==> config.mk <==
export PLATFORM = sky130hd
export DESIGN_NAME = cmp_sel_pipe_flat
export DESIGN_NICKNAME = d
export VERILOG_FILES = /design/src/rtl/cmp_sel_pkg.sv /design/src/rtl/cmp_sel_pipe_if.sv /design/src/rtl/cmp_sel_lane.sv /design/src/rtl/cmp_sel_pipe.sv /design/src/flat_wrapper.sv
export SDC_FILE = /design/constraint.sdc
export NUM_CORES = 1
export LEC_CHECK = 0
export CORE_MARGIN = 3
export CORE_UTILIZATION = 35
export CTS_BUF_LIST = sky130_fd_sc_hd__clkbuf_8
export CTS_CLUSTER_SIZE = 24
export DETAILED_ROUTE_END_ITERATION = 10
export PLACE_DENSITY = 0.66
export REMOVE_ABC_BUFFERS = 1
export SLEW_MARGIN = 20
export SYNTH_ARGS = -nofsm -noshare
export SYNTH_HDL_FRONTEND = slang
export SYNTH_HIERARCHICAL = 1
export SYNTH_SLANG_ARGS = --single-unit
export TNS_END_PERCENT = 5
==> constraint.sdc <==
create_clock -name clk -period 5.5 [get_ports clk]
set_input_delay 1.1 -clock clk [delete_from_list [all_inputs] [get_ports clk]]
set_output_delay 1.1 -clock clk [all_outputs]
set_load 0.1 [all_outputs]
==> src/rtl/cmp_sel_pkg.sv <==
// rtl/cmp_sel_pkg.sv - shared defaults, stage-1 lane payload and packed-channel accessor
package cmp_sel_pkg;

    localparam int DEF_KEY_W  = 5;
    localparam int DEF_NCH    = 6;
    localparam int DEF_DATA_W = 16;
    localparam int DEF_CNT_W  = 8;

    // Widest packed channel vector the accessor handles; fields are at most 32 bits.
    localparam int VEC_MAX_W  = 256;

    typedef struct packed {
        logic lt;
        logic gt;
        logic eq;
        logic f_lo;
        logic f_hi;
    } s1_lane_t;

    function automatic logic [31:0] chan_field(input logic [VEC_MAX_W-1:0] vec,
                                               input int c, input int w);
        logic [VEC_MAX_W-1:0] sh;
        logic [31:0]          mask;
        sh   = vec >> (c * w);
        mask = (w >= 32) ? 32'hFFFF_FFFF : ((32'd1 << w) - 32'd1);
        return sh[31:0] & mask;
    endfunction

endpackage

==> src/rtl/cmp_sel_pipe_if.sv <==
// rtl/cmp_sel_pipe_if.sv - transaction input and result output handshake bundle
interface cmp_sel_pipe_if #(
    parameter int KEY_W  = 5,
    parameter int NCH    = 6,
    parameter int DATA_W = 16
);
    localparam int SEL_W = $clog2(DATA_W);

    logic                 in_valid;
    logic                 in_ready;
    logic [KEY_W-1:0]     in_key;
    logic [NCH*KEY_W-1:0] in_ref;
    logic [DATA_W-1:0]    in_data;
    logic [SEL_W-1:0]     in_sel_lo;
    logic [SEL_W-1:0]     in_sel_hi;
    logic                 out_valid;
    logic                 out_ready;
    logic [NCH-1:0]       out_hit;
    logic [NCH-1:0]       out_eq;

    modport master (
        output in_valid, in_key, in_ref, in_data, in_sel_lo, in_sel_hi, out_ready,
        input  in_ready, out_valid, out_hit, out_eq
    );

    modport slave (
        input  in_valid, in_key, in_ref, in_data, in_sel_lo, in_sel_hi, out_ready,
        output in_ready, out_valid, out_hit, out_eq
    );
endinterface

==> src/rtl/cmp_sel_lane.sv <==
// rtl/cmp_sel_lane.sv - unsigned magnitude compare of the key against one channel reference
module cmp_sel_lane
    import cmp_sel_pkg::*;
#(
    parameter int KEY_W = DEF_KEY_W
) (
    input  logic [KEY_W-1:0] key,
    input  logic [KEY_W-1:0] ref_val,
    output logic             lt,
    output logic             gt,
    output logic             eq
);
    assign lt = key < ref_val;
    assign gt = key > ref_val;
    assign eq = key == ref_val;
endmodule

==> src/rtl/cmp_sel_pipe.sv <==
// rtl/cmp_sel_pipe.sv - two-stage compare/select pipeline with per-channel saturating hit counters
module cmp_sel_pipe
    import cmp_sel_pkg::*;
#(
    parameter int KEY_W  = DEF_KEY_W,
    parameter int NCH    = DEF_NCH,
    parameter int DATA_W = DEF_DATA_W,
    parameter int CNT_W  = DEF_CNT_W
) (
    input  logic                 clk,
    input  logic                 rst,
    cmp_sel_pipe_if.slave        bus,
    input  logic                 cnt_clr,
    output logic [NCH*CNT_W-1:0] hit_cnt
);
    localparam int SEL_W = $clog2(DATA_W);
    localparam int DPAD  = 1 << SEL_W;
    localparam logic [CNT_W-1:0] CNT_MAX = '1;

    logic [VEC_MAX_W-1:0] ref_ext;
    logic [DPAD-1:0]      data_pad;
    logic [NCH-1:0]       lt, gt, eq;
    logic                 f_lo, f_hi;

    s1_lane_t             s1_q [NCH];
    logic                 s1_valid, s2_valid;
    logic                 s1_adv, s2_adv, out_hs;
    logic [NCH-1:0]       s2_hit_d, s2_eq_d, s2_hit_q, s2_eq_q;
    logic [CNT_W-1:0]     cnt_q [NCH];

    // Zero padding up to 2**SEL_W makes out-of-range selects read as 0.
    assign data_pad = DPAD'(bus.in_data);
    assign f_lo     = data_pad[bus.in_sel_lo];
    assign f_hi     = data_pad[bus.in_sel_hi];
    assign ref_ext  = VEC_MAX_W'(bus.in_ref);

    for (genvar c = 0; c < NCH; c++) begin : g_lane
        logic [KEY_W-1:0] ref_c;
        assign ref_c = KEY_W'(chan_field(ref_ext, c, KEY_W));
        cmp_sel_lane #(.KEY_W(KEY_W)) u_lane (
            .key     (bus.in_key),
            .ref_val (ref_c),
            .lt      (lt[c]),
            .gt      (gt[c]),
            .eq      (eq[c])
        );
        assign hit_cnt[c*CNT_W +: CNT_W] = cnt_q[c];
    end

    assign s2_adv       = ~s2_valid | bus.out_ready;
    assign s1_adv       = ~s1_valid | s2_adv;
    assign out_hs       = s2_valid & bus.out_ready;
    assign bus.in_ready = s1_adv;

    always_ff @(posedge clk) begin
        if (rst) begin
            s1_valid <= 1'b0;
            for (int c = 0; c < NCH; c++) s1_q[c] <= '0;
        end else if (s1_adv) begin
            s1_valid <= bus.in_valid;
            if (bus.in_valid) begin
                for (int c = 0; c < NCH; c++)
                    s1_q[c] <= '{lt: lt[c], gt: gt[c], eq: eq[c], f_lo: f_lo, f_hi: f_hi};
            end
        end
    end

    always_comb begin
        s2_hit_d = '0;
        s2_eq_d  = '0;
        for (int c = 0; c < NCH; c++) begin
            s2_hit_d[c] = ~s1_q[c].eq & ((s1_q[c].gt & s1_q[c].f_hi) | (s1_q[c].lt & s1_q[c].f_lo));
            s2_eq_d[c]  = s1_q[c].eq;
        end
    end

    always_ff @(posedge clk) begin
        if (rst) begin
            s2_valid <= 1'b0;
            s2_hit_q <= '0;
            s2_eq_q  <= '0;
        end else if (s2_adv) begin
            s2_valid <= s1_valid;
            if (s1_valid) begin
                s2_hit_q <= s2_hit_d;
                s2_eq_q  <= s2_eq_d;
            end
        end
    end

    assign bus.out_valid = s2_valid;
    assign bus.out_hit   = s2_hit_q;
    assign bus.out_eq    = s2_eq_q;

    // Clear has priority over a same-cycle increment.
    always_ff @(posedge clk) begin
        if (rst || cnt_clr) begin
            for (int c = 0; c < NCH; c++) cnt_q[c] <= '0;
        end else if (out_hs) begin
            for (int c = 0; c < NCH; c++)
                if (s2_hit_q[c] && (cnt_q[c] != CNT_MAX)) cnt_q[c] <= cnt_q[c] + CNT_W'(1);
        end
    end

endmodule
==> src/flat_wrapper.sv <==
// flat-port wrapper written by rule: the top's interface ports become plain ports
module cmp_sel_pipe_flat import cmp_sel_pkg::*;
#(
    parameter int KEY_W  = DEF_KEY_W,
    parameter int NCH    = DEF_NCH,
    parameter int DATA_W = DEF_DATA_W,
    parameter int CNT_W  = DEF_CNT_W
)
  (clk, rst, cnt_clr, hit_cnt, bus_in_valid, bus_in_key, bus_in_ref, bus_in_data, bus_in_sel_lo, bus_in_sel_hi, bus_out_ready, bus_in_ready, bus_out_valid, bus_out_hit, bus_out_eq);
  cmp_sel_pipe_if #(.KEY_W(KEY_W), .NCH(NCH), .DATA_W(DATA_W)) bus_i ();
  input  logic clk;
  input  logic rst;
  input  logic cnt_clr;
  output logic [NCH*CNT_W-1:0] hit_cnt;
  input wire logic [$bits(bus_i.in_valid)-1:0] bus_in_valid;
  input wire logic [$bits(bus_i.in_key)-1:0] bus_in_key;
  input wire logic [$bits(bus_i.in_ref)-1:0] bus_in_ref;
  input wire logic [$bits(bus_i.in_data)-1:0] bus_in_data;
  input wire logic [$bits(bus_i.in_sel_lo)-1:0] bus_in_sel_lo;
  input wire logic [$bits(bus_i.in_sel_hi)-1:0] bus_in_sel_hi;
  input wire logic [$bits(bus_i.out_ready)-1:0] bus_out_ready;
  output wire logic [$bits(bus_i.in_ready)-1:0] bus_in_ready;
  output wire logic [$bits(bus_i.out_valid)-1:0] bus_out_valid;
  output wire logic [$bits(bus_i.out_hit)-1:0] bus_out_hit;
  output wire logic [$bits(bus_i.out_eq)-1:0] bus_out_eq;
  assign bus_i.in_valid = bus_in_valid;
  assign bus_i.in_key = bus_in_key;
  assign bus_i.in_ref = bus_in_ref;
  assign bus_i.in_data = bus_in_data;
  assign bus_i.in_sel_lo = bus_in_sel_lo;
  assign bus_i.in_sel_hi = bus_in_sel_hi;
  assign bus_i.out_ready = bus_out_ready;
  assign bus_in_ready = bus_i.in_ready;
  assign bus_out_valid = bus_i.out_valid;
  assign bus_out_hit = bus_i.out_hit;
  assign bus_out_eq = bus_i.out_eq;
  cmp_sel_pipe #(.KEY_W(KEY_W), .NCH(NCH), .DATA_W(DATA_W), .CNT_W(CNT_W)) u_core (.clk(clk), .rst(rst), .bus(bus_i), .cnt_clr(cnt_clr), .hit_cnt(hit_cnt));
endmodule
==> out/metrics.yaml <==
sta:
  hold_violations: 0
  tns_ns: 0
  skew_ns: 0.0112
  rsz0062_at_grt: "no"
  min_period_over_period_pct: 74.0
  fin_ws_ns: 1.43
  slew_headroom_pct: 32.3
  fmaxAchievable_ghz: 0.246
  worst_slew_pin_slew_ns: 1.01
  slew_viol_final: 0
  setup_viol: 0
  min_period_ns: 4.07
detailed_routing:
  ant_nets: 0
  vias: 3808
  wire_per_inst_um: 13.9
  viasPerCell: 4.83
  drt_iter0_markers: 325
  firstDrtPassIters: 4
  drc: 0
  wirelength_um: 11000
logic_synthesis:
  ys_ff_latch: 82
  synth_top_area_cell: "edfxtp_1"
  synthCells: 486
  netlist.area_leader.share_pct: 41.3
  avgSynthCellArea_um2: 10.2
  synthArstFlopShare_pct: 0
  ys.flop_type: "edfxtp_1"
  ys_types: 43
  synth_edf_count: 68
  ys_seq_area_share_pct: 47.0
  synth_warnings: 6
  synth.area.top_cells: "edfxtp_1 (41%), ha_1 (9.1%), nor2_1 (6.9%), dfxtp_1 (5.7%), mux2i_1 (4.5%)"
  syn_area_um2: 4940
die:
  fp.dieW_um: 125
  io_pins: 126
  rows: 42
  die_h_um: 125
  start_util_pct: 36.6
  core_area_um2: 13500
  die_area_um2: 15600
place:
  globalplace.congestion: 0.810
  numPortBuffers: 125
  placed_area_um2: 6340
  pre_cts_ws_ns: 1.43
  hpwl_um: 8690
clocking:
  cts_buffers: 9
  cts_root_buf: "clkbuf_8"
  cts.sink_count: 82
  clock_latency_ns: 0.35
  cts_setup_buffers: 0
  max-clock-path-buffers: 2
  postCtsHoldBufs: 0
  ctsHtreeMaxLevel: 3
  path_clk_slew_ns: 0.08
  cts_tree: "done"
  cts.repair.resized: 0
grt:
  grt_start_max_net_pins: 21
  grt_pass1_vias: 3848
  overflow: 0
  grt_usage_pct: 14.0
  grt_antenna_before_repair: 0
  grt_pass1_wl_um: 18100
power:
  power-per-cell-area_nw_per_um2: 230
  vdd_ir_drop_max_v: 0.0000935
  fin_total_pwr_mw: 1.50
  p_leak_nw: 2.59
final_layout:
  antenna_cells: 0
  nFillCells: 1253
  final_common_cell: "clkdlybuf4s50_1"
  area_growth_pct: 32.1
  drive_gt1_share_pct: 6.85
  most-common-layout-cells: "clkdlybuf4s50_1 (125), nor2_1 (91), edfxtp_1 (68), inv_1 (43), ha_1 (36)"
  utilization_pct: 48.4
  nNetsFinal: 708
  design_area_um2: 6530
critical_path:
  crit_type: "input port to output pin"
  worstPathArrival_ns: 2.97
  crit_path_max_fanout: 5
  reg2reg_slack_ns: 3.56
  startpoint_type: "input port"
  cp.required_ns: 4.40
  end_kind: "output pin"
worst_hold_path:
  hp-class: "flip-flop to flip-flop"
flow_run:
  cap_violations: 0
run_status:
  status: "finished, final reports clean"
==> layer usage <==
layer | track usage, % | vias to the layer above | wire [µm]
li1 | - | 1916 | -
met1 | 17.6 | 1761 | 4930
met2 | 23.6 | 114 | 5250
met3 | 2.70 | 17 | 577
met4 | 5.93 | 0 | 234
met5 | 0 | - | 0
==> registers in the layout, summed over array words and instances (netlist names) <==
| name | cells |
|---|---|
| u_core/bus.out_eq | 6 |
| u_core/bus.out_hit | 6 |
| u_core/bus.out_valid | 1 |
| u_core/cnt_q | 48 |
| u_core/s1_q | 20 |
| u_core/s1_valid | 1 |
==> synthesized netlist by cell type (2+ instances only) <==
cell      number
dfxtp_1       14
or2_2          6
o31ai_1        5
a21oi_1        2
nand3b_1       2
a22oi_1        7
nand2_1       25
and3_1         4
mux4_2         2
xor2_1        18
nand2b_1       7
a31oi_1        3
o21ai_1        7
clkbuf_1       3
and2_1        21
nor2_1        91
nand4_1        7
nor2_2         6
mux2i_1       22
xnor2_1       18
inv_1         40
edfxtp_1      68
or2_0          6
nand3_1       23
a21oi_2        6
nor2b_1        2
o211ai_1       2
buf_2          8
o21ai_0        7
o22ai_2        6
ha_1          36
==> power breakdown <==
group          total (mW)  leakage (nW)  switching [mW]  internal [mW]
sequential          0.729         0.869          0.0270          0.702
clock               0.415         0.110           0.199          0.216
combinational       0.357          1.61           0.226          0.131
total                1.50          2.59           0.453           1.05
==> critical path, stage by stage <==
cell and delay, ns:
clkdlybuf4s50_1 0.55, nand3b_1 0.17, clkdlybuf4s50_1 1.14
==> stage by stage <==
step / std cells / hold slack, ns
floorplan: 471 / 0.455
global placement: 773 / 0.472
detailed placement: 773 / 0.492
CTS: 789 / 0.511
global route: 789 / 0.549
finish: 789 / 0.508
==> path summary, 6_finish.rpt <==
check / depth (start not counted) / startpoint / endpoint
worst max-delay path: 3 / bus_out_ready / bus_in_ready
worst min-delay path: 2 / u_core/bus.out_eq[5] / u_core/bus.out_eq[5]
worst max register to register: 4 / u_core/cnt_q[0][40] / u_core/cnt_q[0][43]
worst min register to register: 2 / u_core/bus.out_eq[5] / u_core/bus.out_eq[5]
==> cell families (layout without fill, tap and decap cells) <==
kind of cell	after synthesis	count (layout)	share of synthesized area (%)
xor+xnor	36	36	6.38
buf+inv	55	182	4.63
flops	82	82	47.0
mux	25	25	5.90
simple gates	205	205	20.0
compound gates	47	47	7.01
fa+ha+maj	36	36	9.11
==> cell type report <==
class                   instances  area, µm²  share of cell area (%)
repair buffers                126       1260                    19.3
inverters                      40        150                    2.30
well taps                     176        220                    3.37
clock inverters                 6       51.3                   0.785
clock buffers                  10        138                    2.11
flip-flops and latches         82       2320                    35.5
multi-input cells             349       2390                    36.6
(Power assumes the default switching activity.)
==> RTL change, RTL diff (config.mk and constraints unchanged) <==
Set the package constant `DEF_DATA_W` to 32 (it was 16).
--- a/src/rtl/cmp_sel_pkg.sv
+++ b/src/rtl/cmp_sel_pkg.sv
@@ -3,7 +3,7 @@
 
     localparam int DEF_KEY_W  = 5;
     localparam int DEF_NCH    = 6;
-    localparam int DEF_DATA_W = 16;
+    localparam int DEF_DATA_W = 32;
     localparam int DEF_CNT_W  = 8;
 
     // Widest packed channel vector the accessor handles; fields are at most 32 bits.
Interface: changed (resized bus_in_data, bus_in_sel_hi and bus_in_sel_lo); port bits go from 126 to 144. The function was not compared with the original's and may differ.
==> RTL change against the original RTL <==
Area after synthesis rose by 5.6%. Cell area grew 7.1%. Routed wire length grew 9.2%. Sequential power is essentially flat. Power rose by 2.6%. Sequential cell count stayed put. Worst setup slack lost 0.040 ns. Die area grew 5.3%. Critical path type unchanged.
==> RTL change: results <==
group,metric,value,unit
detailed_routing,wl,12000,um
worst_setup_path,reg2reg_slack,3.27,ns
timing,timing.hold.ws,0.508,ns
worst_setup_path,reg2reg_from,"u_core/cnt_q[0][24]$_SDFFCE_PN0P_",
worst_setup_path,arrival,3.01,ns
timing,clock_skew,0.0127,ns
yosys,yosysSeqAreaShare,44.5,%
yosys,synth.distinct_cells,39,
global_routing,gr-usage-met1,19.7,%
yosys,syn_area_per_cell,10.6,um^2
yosys,synthTopCellsByCount,"nor2_1 (86), edfxtp_1 (68), inv_1 (39)",
yosys,yosys.area.top_type_share,39.1,%
worst_setup_path,critPathMaxStageDelay,1.16,ns
global_routing,use_met3,2.04,%
place,hpwl,9510,um
place,dpl_cell_area,0.00680,mm^2
place,place_inst,803,
global_routing,track_usage,14.4,%
place,preCtsSetupSlack,1.41,ns
cells_and_area,fill_cells,1328,
hold_path,hold_start,"u_core/bus.out_eq[4]$_SDFFE_PP0P_",
global_routing,use_met2,23.2,%
detailed_routing,firstDrtPassIters,5,
cells_and_area,nets,748,
detailed_routing,drt_iter0_drc,383,
place,gp_congestion,0.810,
detailed_routing,vias,4073,
pwr,leakagePower,2.75,nW
status,status,"complete, no violations",
global_routing,grt_pass1_wl,19300,um
-- RTL change: area by class of cell --
| type | count | share of cell area, % |
|---|---|---|
| repair buffers | 144 | 20.6 |
| inverters | 39 | 2.09 |
| well taps | 184 | 3.29 |
| multi-input cells | 354 | 38.2 |
| flip-flops and latches | 82 | 33.2 |
| clock inverters | 7 | 0.912 |
| clock buffers | 9 | 1.77 |
-- RTL change: worst max-delay path by stage --
stage / depth (start not counted) / from / slack [ns] / end
after floorplan: 4 / bus_out_ready / 2.11 / u_core/s1_q[5][0]$_SDFFCE_PN0P_
after global placement: 3 / bus_out_ready / 1.45 / bus_in_ready
after detailed placement: 3 / bus_out_ready / 1.41 / bus_in_ready
after CTS: 3 / bus_out_ready / 1.41 / bus_in_ready
after global routing: 3 / bus_out_ready / 1.35 / bus_in_ready
final: 3 / bus_out_ready / 1.39 / bus_in_ready
-- RTL change: kinds of logic (layout without fill, tap and decap cells) --
logic type | after synthesis | in the layout | synth area share (%)
buf+inv | 56 | 199 | 4.58
flops | 82 | 82 | 44.5
simple gates | 202 | 202 | 18.7
fa+ha+maj | 36 | 36 | 8.63
mux | 36 | 36 | 11.0
xor+xnor | 36 | 36 | 6.04
compound gates | 44 | 44 | 6.57
-- RTL change: report_power, final --
part           internal (mW)  switching [mW]  leakage [nW]
Clock                  0.206           0.215         0.102
Sequential             0.702          0.0272         0.869
Combinational          0.155           0.236          1.78
Total                   1.06           0.478          2.75
-- RTL change: metal layers --
layer / up-vias / part of all wire, %
met5: - / 0
met4: 0 / 1.8
met3: 18 / 6.4
met2: 157 / 46
met1: 1890 / 46
li1: 2008 / -
-- RTL change: worst max-delay path: cells and delay by family --
kind,cells,cell delay [ns]
buf+inv,2,1.71
simple gates,1,0.20
